File: config.mk
export PLATFORM = sky130hd
export DESIGN_NAME = bextdep_arbiter
export DESIGN_NICKNAME = d
export VERILOG_FILES = /design/src/rtl/bextdep_arbiter.sv
export SDC_FILE = /design/constraint.sdc
export NUM_CORES = 1
export LEC_CHECK = 0
export ABC_AREA = 1
export ABC_CLOCK_PERIOD_IN_PS = 6100
export CELL_PAD_IN_SITES_DETAIL_PLACEMENT = 2
export CELL_PAD_IN_SITES_GLOBAL_PLACEMENT = 2
export CORE_UTILIZATION = 10
export CTS_CLUSTER_SIZE = 40
export DETAILED_ROUTE_END_ITERATION = 12
export GPL_ROUTABILITY_DRIVEN = 0
export HOLD_SLACK_MARGIN = 0.1
export PLACE_DENSITY = 0.95
export SYNTH_ARGS = -nofsm -noshare
export SYNTH_HDL_FRONTEND = slang
export SYNTH_SLANG_ARGS = --single-unit
File: constraint.sdc
create_clock -name clock -period 6.1 [get_ports clock]
set_input_delay 1.22 -clock clock [delete_from_list [all_inputs] [get_ports clock]]
set_output_delay 1.22 -clock clock [all_outputs]
set_load 0.01 [all_outputs]
File: src/rtl/bextdep_arbiter.sv
// bextdep_arbiter: shares one in-order bext/bdep unit between two requesters.
// Round-robin issue, tag FIFO of requester IDs routes results back in order.
// Optional BEXTDEP_ARB_STATS_EN adds saturating issue/conflict counters.
module bextdep_arbiter #(
   parameter int DEPTH = 4
) (
   input  logic        clock,
   input  logic        reset,
   input  logic        req0_valid,
   output logic        req0_ready,
   input  logic        req0_bdep,
   input  logic [31:0] req0_value,
   input  logic [31:0] req0_mask,
   input  logic        req1_valid,
   output logic        req1_ready,
   input  logic        req1_bdep,
   input  logic [31:0] req1_value,
   input  logic [31:0] req1_mask,
   output logic        rsp0_valid,
   input  logic        rsp0_ready,
   output logic [31:0] rsp0_result,
   output logic        rsp1_valid,
   input  logic        rsp1_ready,
   output logic [31:0] rsp1_result,
   output logic        u_din_valid,
   input  logic        u_din_ready,
   output logic        u_din_bdep,
   output logic [31:0] u_din_value,
   output logic [31:0] u_din_mask,
   input  logic        u_dout_valid,
   output logic        u_dout_ready,
   input  logic [31:0] u_dout_result
`ifdef BEXTDEP_ARB_STATS_EN
   ,
   output logic [31:0] stat_issue0,
   output logic [31:0] stat_issue1,
   output logic [31:0] stat_conflict
`endif
);

   localparam int AW = $clog2(DEPTH);
   localparam logic [AW:0] CNT_MAX = DEPTH[AW:0];

   logic [DEPTH-1:0] tag_q;
   logic [AW-1:0]    rd_ptr, wr_ptr;
   logic [AW:0]      count;
   logic             last;

   logic both, gnt_vld, gnt_id, full, issue_ok, has_out, head, push, pop;

   // Grant, issue and response routing; all combinational so issue adds no latency.
   always_comb begin
      both     = req0_valid & req1_valid;
      gnt_vld  = req0_valid | req1_valid;
      gnt_id   = both ? ~last : req1_valid;
      full     = (count == CNT_MAX);
      // Gate with reset so every handshake output is low while reset is held.
      issue_ok = gnt_vld & ~full & ~reset;

      u_din_valid = issue_ok;
      req0_ready  = issue_ok & ~gnt_id & u_din_ready;
      req1_ready  = issue_ok &  gnt_id & u_din_ready;
      u_din_bdep  = 1'b0;
      u_din_value = '0;
      u_din_mask  = '0;
      if (gnt_vld) begin
         u_din_bdep  = gnt_id ? req1_bdep  : req0_bdep;
         u_din_value = gnt_id ? req1_value : req0_value;
         u_din_mask  = gnt_id ? req1_mask  : req0_mask;
      end

      // A result with no tag outstanding is a protocol error and is never accepted.
      has_out      = (count != '0) & ~reset;
      head         = tag_q[rd_ptr];
      rsp0_valid   = u_dout_valid & has_out & ~head;
      rsp1_valid   = u_dout_valid & has_out &  head;
      rsp0_result  = u_dout_result;
      rsp1_result  = u_dout_result;
      u_dout_ready = has_out & (head ? rsp1_ready : rsp0_ready);

      // Full blocks push even when a pop frees a slot: keeps rsp ready off the issue path.
      push = issue_ok & u_din_ready;
      pop  = u_dout_valid & u_dout_ready;
   end

   // Tag FIFO, occupancy and round-robin pointer.
   always_ff @(posedge clock or posedge reset) begin
      if (reset) begin
         tag_q  <= '0;
         rd_ptr <= '0;
         wr_ptr <= '0;
         count  <= '0;
         last   <= 1'b1;
      end else begin
         if (push) begin
            tag_q[wr_ptr] <= gnt_id;
            wr_ptr        <= wr_ptr + 1'b1;
            last          <= gnt_id;
         end
         if (pop)
            rd_ptr <= rd_ptr + 1'b1;
         case ({push, pop})
            2'b10:   count <= count + 1'b1;
            2'b01:   count <= count - 1'b1;
            default: count <= count;
         endcase
      end
   end

`ifdef BEXTDEP_ARB_STATS_EN
   logic conflict;
   assign conflict = both & (~u_din_ready | full);

   // Saturating per-requester issue counters and contention-stall counter.
   always_ff @(posedge clock or posedge reset) begin
      if (reset) begin
         stat_issue0   <= '0;
         stat_issue1   <= '0;
         stat_conflict <= '0;
      end else begin
         if (push && !gnt_id && stat_issue0 != '1)
            stat_issue0 <= stat_issue0 + 1'b1;
         if (push && gnt_id && stat_issue1 != '1)
            stat_issue1 <= stat_issue1 + 1'b1;
         if (conflict && stat_conflict != '1)
            stat_conflict <= stat_conflict + 1'b1;
      end
   end
`endif

endmodule

==> results of run 1 <==
-- how the worst max path moves through the flow --
stage / startpoint / end / slack (ps) / depth (start not counted)
2_1_floorplan: reset / rsp0_valid / 2970 / 5
3_3_place_gp: req1_valid / u_din_mask[7] / 1450 / 6
3_5_place_dp: req1_valid / u_din_mask[7] / 1430 / 6
4_1_cts: req1_valid / u_din_mask[7] / 1420 / 6
6_report: req1_valid / u_din_value[5] / 1480 / 6
5_1_grt: req1_valid / u_din_mask[7] / 1360 / 6
-- cell families (layout without fill, tap and decap cells) --
kind of cell               count (synthesis)  count (layout)
AOI/OAI and AO/OA                         10              10
xor gates and xnor gates                   4               4
adders and majority gates                  6               6
buffers and inverters                    103             233
DFF                                       12              12
and+or+nand+nor                          239             239
-- worst max-delay path, stage by stage --
cell             delay, ps
clkdlybuf4s50_1        450
nand2_2                110
buf_4                  630
nand3_1                280
nand2_1                120
clkdlybuf4s50_1        540
-- state kept, by name, indices dropped and copies added, names as in the netlist --
signal	flops
count	3
tag_q	4
last	1
rd_ptr	2
wr_ptr	2
-- report_power, final --
group,switching [mW],leakage (nW),internal (mW)
Clock,0.0366,0.0382,0.0882
Sequential,0.0324,0.145,0.120
Combinational,0.295,1.62,0.290
Total,0.364,1.81,0.498
-- cell usage after synthesis --
| library cell | number | area share, % |
|---|---|---|
| ha_1 | 5 | 2.9 |
| inv_2 | 7 | 1.2 |
| inv_1 | 11 | 1.9 |
| buf_2 | 15 | 3.5 |
| nand3_2 | 2 | 0.93 |
| nand4_2 | 1 | 0.58 |
| o21ai_1 | 6 | 1.4 |
| nand3_1 | 76 | 18 |
| xor2_1 | 3 | 1.2 |
| a21oi_1 | 3 | 0.70 |
| buf_6 | 1 | 0.52 |
| xnor2_1 | 1 | 0.41 |
| buf_4 | 65 | 23 |
| nor2_2 | 1 | 0.29 |
| dfstp_2 | 1 | 1.2 |
| o21ai_0 | 1 | 0.23 |
| fa_1 | 1 | 0.93 |
| nand2_2 | 1 | 0.29 |
| nor2_1 | 5 | 0.87 |
| dfrtp_1 | 11 | 13 |
| nand2_1 | 152 | 27 |
| clkbuf_1 | 4 | 0.70 |
| nor2_4 | 1 | 0.52 |
-- final cells by class --
type,count,area (µm²),share of cell area [%]
clock buffer,4,78.8,1.92
tap,275,344,8.40
inverter,18,67.6,1.65
sequential,12,302,7.36
timing repair buffer,211,2110,51.5
multi-input combinational,259,1190,29.1
-- cell usage in the layout, fill, tap and decap left out, types with 2 or more instances in the layout --
master and instances:
dfrtp_1 11, a21oi_1 3, inv_1 11, nand2_1 152, xor2_1 3, nand3_1 76, clkdlybuf4s50_1 207, o21ai_1 6
inv_2 7, buf_4 2, nand3_2 2, ha_1 5, nor2_1 5, clkbuf_16 3
-- per-layer routing --
metal	routed length, µm	share of wire, %	global-route usage (%)
met5	0	0	0
met4	137	1.2	1.91
met3	933	8.1	3.10
met2	6320	55	20.1
met1	4100	36	9.93
-- per-stage QoR --
stage,total power [mW],std cells,util [%],hold WS (ps)
6_report,0.862,779,19.4,473
5_1_grt,0.931,779,19.4,496
4_1_cts,0.879,779,19.4,476
3_5_place_dp,0.743,775,19.1,469
3_3_place_gp,0.714,775,19.1,464
2_1_floorplan,0.465,374,-,455
==> impl_metrics.env, run 1 <==
export IMPL_drive_gt1_share_pct=4.17
export IMPL_min_period_ps=4620
export IMPL_post_dp_hpwl_mm=9.32
export IMPL_setup_viol=0
export IMPL_cts_buffers=3
export IMPL_die_h_um=149
export IMPL_clock_sinks=12
export IMPL_io_pins=305
export IMPL_grt_pass1_vias=3220
export IMPL_reg2reg_to="count[2]$_DFFE_PP0P_"
export IMPL_setup_tns_ps=0
export IMPL_hold_viol=0
export IMPL_cp_start_kind="primary input"
export IMPL_tightest_slew_ps=808
export IMPL_postCtsSetupBuffers=0
export IMPL_synth_compound_gate_area_share_pct=2.33
export IMPL_cts_resized=0
export IMPL_n_antenna_cell=0
export IMPL_drv_slew=0
export IMPL_ant_nets=0
export IMPL_ys_warn_count=0
export IMPL_syn2layout_area_growth_pct=90.4
export IMPL_synthAdderAreaFrac_pct=3.84
export IMPL_clock_path_buffers=2
export IMPL_reg2reg_depth=13
export IMPL_fmax_ghz=0.217
export IMPL_drc=0
export IMPL_synth_xor_area_share_pct=1.63
export IMPL_initial_core_util_pct=10.2
export IMPL_yosys_area_share_simple_pct=47.7
export IMPL_syn_area_um2=2150
export IMPL_setup_ws_ps=1480
export IMPL_path_clk_slew_ps=40
export IMPL_postSynthCellCount=374
export IMPL_hold_path_class="flip-flop to flip-flop"
export IMPL_ys_seq_area_share_pct=14.0
export IMPL_cp_required_ps=4880
export IMPL_wl_mm=11.5
export IMPL_ys_seq_elements=12
export IMPL_syn_num_nets=550
export IMPL_insertion_delay_ps=240
export IMPL_drt_iter0_markers=48
export IMPL_ctsRootBufferMaster="clkbuf_16"
export IMPL_cts_tree="done"
export IMPL_core_um2=21100
export IMPL_antenna_found_initial=0
export IMPL_peakVddDrop_mv=0.0908
export IMPL_hold_depth=2
export IMPL_power_density_nw_per_um2=210
export IMPL_hold_start="last$_DFFE_PP1P_"
export IMPL_grt_max_degree=72
export IMPL_rows=53
export IMPL_p_leak_nw=1.81
export IMPL_wl_per_cell_um=14.8
export IMPL_slew_limit_headroom_pct=46.2
export IMPL_grt_remaining_overflow=0
export IMPL_avgSynthCellArea_um2=5.75
export IMPL_regToRegStartpoint="rd_ptr[0]$_DFFE_PP0P_"
export IMPL_die_area_um2=22100
export IMPL_critPathCaptureType="output port"
export IMPL_worstPathArrival_ps=3400
export IMPL_dp_slack_ps=1430
export IMPL_via_count=2886
export IMPL_stdcell_area_um2=4100
export IMPL_hold_path_endpoint="last$_DFFE_PP1P_"
export IMPL_fin_worst_skew_ps=2.86
export IMPL_status="completed"
export IMPL_finalCritPeriodShare_pct=75.7
export IMPL_h_tree_depth=1
export IMPL_muxShareOfSynthArea_pct=0
export IMPL_port_buffers=208
export IMPL_via_per_inst=3.70
export IMPL_path_max_fanout=71
export IMPL_holdBufCountCts=0
export IMPL_synth_top_family_by_area="simple AND/OR/NAND/NOR gates"
export IMPL_grt_usage_pct=10.0
export IMPL_grt_pass1_wl_mm=17.2
export IMPL_place_area_um2=4020
export IMPL_maxCapViolCount=0
export IMPL_ff2ff_setup_slack_ps=3810
export IMPL_die_w_um=149
export IMPL_drtPass1Iterations=4
export IMPL_rsz0062_at_grt="no"
export IMPL_critPathKind="primary input to output port"
export IMPL_n_fill_cell=2528
export IMPL_synth_distinct_cells=23
export IMPL_final_nets=681
No activity file was read; power rests on OpenSTA's default activity.
==> run 2: changes to the inputs <==
Settings changed: ABC_CLOCK_PERIOD_IN_PS 6100 to 4600.
Clock period 6.1 ns to 4.6 ns, I/O delays scaled along.
==> impl_metrics.env, run 2 (same netlist as run 1, synthesis figures left out) <==
export IMPL_status="completed"
export IMPL_drt_iter0_markers=58
export IMPL_cp_start_kind="primary input"
export IMPL_post_dp_hpwl_mm=9.47
export IMPL_path_max_fanout=14
export IMPL_n_antenna_cell=0
export IMPL_final_cells=782
export IMPL_rsz0062_at_grt="no"
export IMPL_clock_sinks=12
export IMPL_via_per_inst=3.70
export IMPL_slew_limit_headroom_pct=69.0
export IMPL_tightest_slew_ps=465
export IMPL_largest_reg_flops=4
export IMPL_wl_per_cell_um=14.4
export IMPL_syn2layout_area_growth_pct=92.5
export IMPL_grt_met1_usage_pct=9.74
export IMPL_hold_path_class="flip-flop to flip-flop"
export IMPL_cts_tree="done"
export IMPL_clock_path_buffers=2
export IMPL_max_stage_delay_ps=560
export IMPL_drv_slew=0
export IMPL_fin_worst_skew_ps=2.19
export IMPL_cp_common_cell="clkdlybuf4s50_1"
export IMPL_reg_top3="tag_q (4), count (3)"
export IMPL_grt_pass1_wl_mm=16.9
export IMPL_critPathKind="primary input to output port"
export IMPL_met2_usage_pct=19.5
export IMPL_drc=0
export IMPL_die_w_um=149
export IMPL_postCtsSetupBuffers=0
export IMPL_maxCapViolCount=0
export IMPL_hold_start="last$_DFFE_PP1P_"
export IMPL_fmax_ghz=0.271
export IMPL_drive_gt1_share_pct=4.93
export IMPL_insertion_delay_ps=240
export IMPL_setup_viol=0
export IMPL_top_usage_layer="met2"
export IMPL_use_met3_pct=3.01
export IMPL_cts_resized=0
export IMPL_h_tree_depth=1
export IMPL_die_area_um2=22100
export IMPL_port_buffers=208
export IMPL_cp_slowest_cell="clkdlybuf4s50_1"
export IMPL_min_period_ps=3690
export IMPL_initial_core_util_pct=10.2
export IMPL_grt_usage_pct=9.78
export IMPL_cts_buffers=3
export IMPL_grt_max_degree=37
export IMPL_n_fill_cell=2532
export IMPL_antenna_found_initial=0
export IMPL_layout_common_cells="clkdlybuf4s50_1, nand2_1, nand3_1"
export IMPL_grt_remaining_overflow=0
export IMPL_cp_num_buf_inv=3
export IMPL_wl_mm=11.3
export IMPL_rows=53
export IMPL_top_register="tag_q"
export IMPL_cp_required_ps=3680
export IMPL_worstPathArrival_ps=2770
export IMPL_io_pins=305
export IMPL_drtPass1Iterations=4
export IMPL_critPathCaptureType="output port"
export IMPL_ctsRootBufferMaster="clkbuf_16"
export IMPL_via_count=2890
export IMPL_finalCritPeriodShare_pct=80.2
export IMPL_fin_total_pwr_mw=1.15
export IMPL_p_leak_nw=1.83
export IMPL_ant_nets=0
export IMPL_die_h_um=149
export IMPL_grt_pass1_vias=3163
export IMPL_setup_tns_ps=0
export IMPL_final_nets=684
export IMPL_cp_top_family="buffers and inverters"
export IMPL_holdBufCountCts=0
export IMPL_dp_cells=778
export IMPL_crit_path_start="reset"
export IMPL_peakVddDrop_mv=0.120
export IMPL_hold_viol=0
export IMPL_final_common_cell="clkdlybuf4s50_1"
export IMPL_regToRegStartpoint="rd_ptr[0]$_DFFE_PP0P_"
export IMPL_power_density_nw_per_um2=278
export IMPL_path_clk_slew_ps=40
export IMPL_core_um2=21100
export IMPL_cp_cell_sequence="clkdlybuf4s50_1 -> inv_2 -> nand4_2 -> nor2_1 -> clkdlybuf4s50_1"
## run 2: layout make-up
cell class	count	area (µm²)	area share [%]
Timing Repair Buffer	214	2150	51.8
Multi-Input combinational cell	259	1190	28.8
Tap cell	275	344	8.31
Sequential cell	12	302	7.28
Clock buffer	4	88.8	2.14
Inverter	18	67.6	1.63
## run 2: metal layers
layer	share of wire, %	up-vias
met2	55	153
met4	1.4	0
li1	-	1380
met5	0	-
met3	8.3	11
met1	36	1346
## run 2: report_power, final
group | internal (mW) | leakage [nW] | switching [mW] | total, mW
clock | 0.131 | 0.0442 | 0.0477 | 0.179
combinational | 0.392 | 1.64 | 0.381 | 0.773
sequential | 0.159 | 0.145 | 0.0412 | 0.201
## run 2: path summary, 6_finish.rpt
kind                                              end  slack (ps)  cells after the start
worst max register to register   count[2]$_DFFE_PP0P_        2400                     13
worst min register to register       last$_DFFE_PP1P_         490                      2
min in group asynchronous       wr_ptr[0]$_DFFE_PP0P_        1050                      2
worst max-delay path                       req1_ready         910                      5
worst min-delay path                 last$_DFFE_PP1P_         490                      2
max in group asynchronous            last$_DFFE_PP1P_        3260                      2
## run 2: stage by stage
stage / setup WS, ps / utilization [%] / area (µm²) / hold WS [ps]
global route: 755 / 19.6 / 4140 / 517
detailed placement: 888 / 19.2 / 4050 / 484
floorplan: 2020 / - / 2150 / 455
finish: 912 / 19.6 / 4140 / 491
global placement: 919 / 19.2 / 4050 / 462
CTS: 844 / 19.6 / 4140 / 496
## run 2: worst reg2reg max path: cells and delay by family, from the launching register on
kind | cells | cell delay (ps)
flip-flops | 1 | 440
AND/OR/NAND/NOR | 5 | 450
adder cells (fa/ha/maj) | 2 | 530
buffers and inverters | 3 | 270
AO/OA/AOI/OAI | 2 | 260
XOR/XNOR | 1 | 150
==> run 3: changes to the inputs <==
Settings changed: ABC_CLOCK_PERIOD_IN_PS 4600 to 3000.
Clock period 4.6 ns to 3 ns, I/O delays scaled along.
==> impl_metrics.env, run 3 (same netlist as run 1, synthesis figures left out) <==
export IMPL_drv_slew=0
export IMPL_status="completed"
export IMPL_grt_remaining_overflow=0
export IMPL_die_w_um=149
export IMPL_finalCritPeriodShare_pct=97.2
export IMPL_cp_slowest_cell="clkdlybuf4s50_1"
export IMPL_place_area_um2=4150
export IMPL_n_antenna_cell=0
export IMPL_grt_met1_usage_pct=10.0
export IMPL_cts_tree="done"
export IMPL_slew_limit_headroom_pct=75.4
export IMPL_tightest_slew_ps=369
export IMPL_antenna_found_initial=0
export IMPL_rows=53
export IMPL_layout_common_cells="clkdlybuf4s50_1, nand2_1, nand3_1"
export IMPL_hold_path_class="flip-flop to flip-flop"
export IMPL_critPathKind="primary input to output port"
export IMPL_p_leak_nw=1.89
export IMPL_peakVddDrop_mv=0.195
export IMPL_die_area_um2=22100
export IMPL_power_density_nw_per_um2=424
export IMPL_initial_core_util_pct=10.2
export IMPL_drive_gt1_share_pct=6.21
export IMPL_maxCapViolCount=0
export IMPL_drc=0
export IMPL_grt_pass1_vias=3183
export IMPL_wl_per_cell_um=14.6
export IMPL_worstPathArrival_ps=2320
export IMPL_critPathCaptureType="output port"
export IMPL_path_clk_slew_ps=40
export IMPL_fin_util_pct=20.1
export IMPL_cp_cell_sequence="clkdlybuf4s50_1 -> nand2_4 -> inv_6 -> buf_12 -> nand2_1 -> nand2_1 -> clkdlybuf4s50_1"
export IMPL_largest_reg_flops=4
export IMPL_use_met3_pct=3.28
export IMPL_h_tree_depth=1
export IMPL_clock_path_buffers=2
export IMPL_clock_sinks=12
export IMPL_cp_top_family="buffers and inverters"
export IMPL_setup_tns_ps=0
export IMPL_die_h_um=149
export IMPL_insertion_delay_ps=250
export IMPL_final_common_cell="clkdlybuf4s50_1"
export IMPL_grt_max_degree=67
export IMPL_via_per_inst=3.71
export IMPL_ctsRootBufferMaster="clkbuf_16"
export IMPL_port_buffers=208
export IMPL_path_max_fanout=26
export IMPL_wl_mm=11.6
export IMPL_fin_worst_skew_ps=7.03
export IMPL_setup_viol=0
export IMPL_core_um2=21100
export IMPL_grt_pass1_wl_mm=17.3
export IMPL_grt_usage_pct=10.1
export IMPL_hold_viol=0
export IMPL_postCtsSetupBuffers=0
export IMPL_reg_top3="tag_q (4), count (3)"
export IMPL_top_usage_layer="met2"
export IMPL_min_period_ps=2920
export IMPL_cp_num_buf_inv=4
export IMPL_post_dp_hpwl_mm=9.74
export IMPL_top_register="tag_q"
export IMPL_fmax_ghz=0.343
export IMPL_via_count=2931
export IMPL_drtPass1Iterations=4
export IMPL_io_pins=305
export IMPL_drt_iter0_markers=30
export IMPL_ant_nets=0
export IMPL_cts_buffers=3
export IMPL_ff2ff_setup_slack_ps=870
export IMPL_cp_required_ps=2400
export IMPL_syn2layout_area_growth_pct=97.2
export IMPL_max_stage_delay_ps=550
export IMPL_stdcell_area_um2=4240
export IMPL_final_nets=692
export IMPL_cp_start_kind="primary input"
export IMPL_met2_usage_pct=20.4
run 3: changes by cell type in the layout (fill, tap and decap cells not counted), sizes merged:
| cell | before | now |
|---|---|---|
| buf | 7 | 15 |
| clkdlybuf4s50 | 207 | 206 |
| dlymetal6s2s | 0 | 1 |
run 3: path summary, 6_finish.rpt:
path	from	to	cells past startpoint
max	req1_valid	u_din_value[18]	7
min in group asynchronous	reset	tag_q[1]$_DFFE_PP0P_	3
max reg2reg	rd_ptr[0]$_DFFE_PP0P_	count[2]$_DFFE_PP0P_	13
min reg2reg	last$_DFFE_PP1P_	last$_DFFE_PP1P_	2
min	last$_DFFE_PP1P_	last$_DFFE_PP1P_	2
max in group asynchronous	reset	last$_DFFE_PP1P_	3
run 3: final cells by class:
class / count / area [µm²]
multi-input cells: 259 / 1200
fillers: 2549 / 16800
clock buffers: 4 / 78.8
flip-flops and latches: 12 / 302
repair buffers: 222 / 2250
well taps: 275 / 344
inverters: 18 / 72.6
run 3: worst min-delay path, stage by stage (launching register included):
cell and delay (ps):
dfstp_2 360, nand2_1 50, o21ai_1 50
run 3: repair_timing:
item	4_1_cts	5_1_grt
gates resized for setup	1	3
hold buffers	0	0
endpoints found under the setup margin	12	42
run 3: metrics by stage:
stage | hold WS [ps] | worst slack [ps] | std cells | total power [mW]
3_5_place_dp | 474 | -35.1 | 786 | 1.56
3_3_place_gp | 459 | -15.2 | 786 | 1.51
4_1_cts | 478 | 13.2 | 790 | 1.84
5_1_grt | 496 | -7.16 | 790 | 1.95
6_report | 474 | 84.3 | 790 | 1.80
2_1_floorplan | 411 | 745 | 374 | 0.945
run 3: layer usage:
metal,vias up,share of wire (%)
met5,-,0
met4,0,0.41
met3,3,9.0
met2,151,55
met1,1378,35
li1,1399,-
run 3: where the power goes:
group	switching, mW	total (mW)	internal, mW
registers	0.0603	0.305	0.244
logic	0.603	1.24	0.637
clock network	0.0733	0.252	0.179
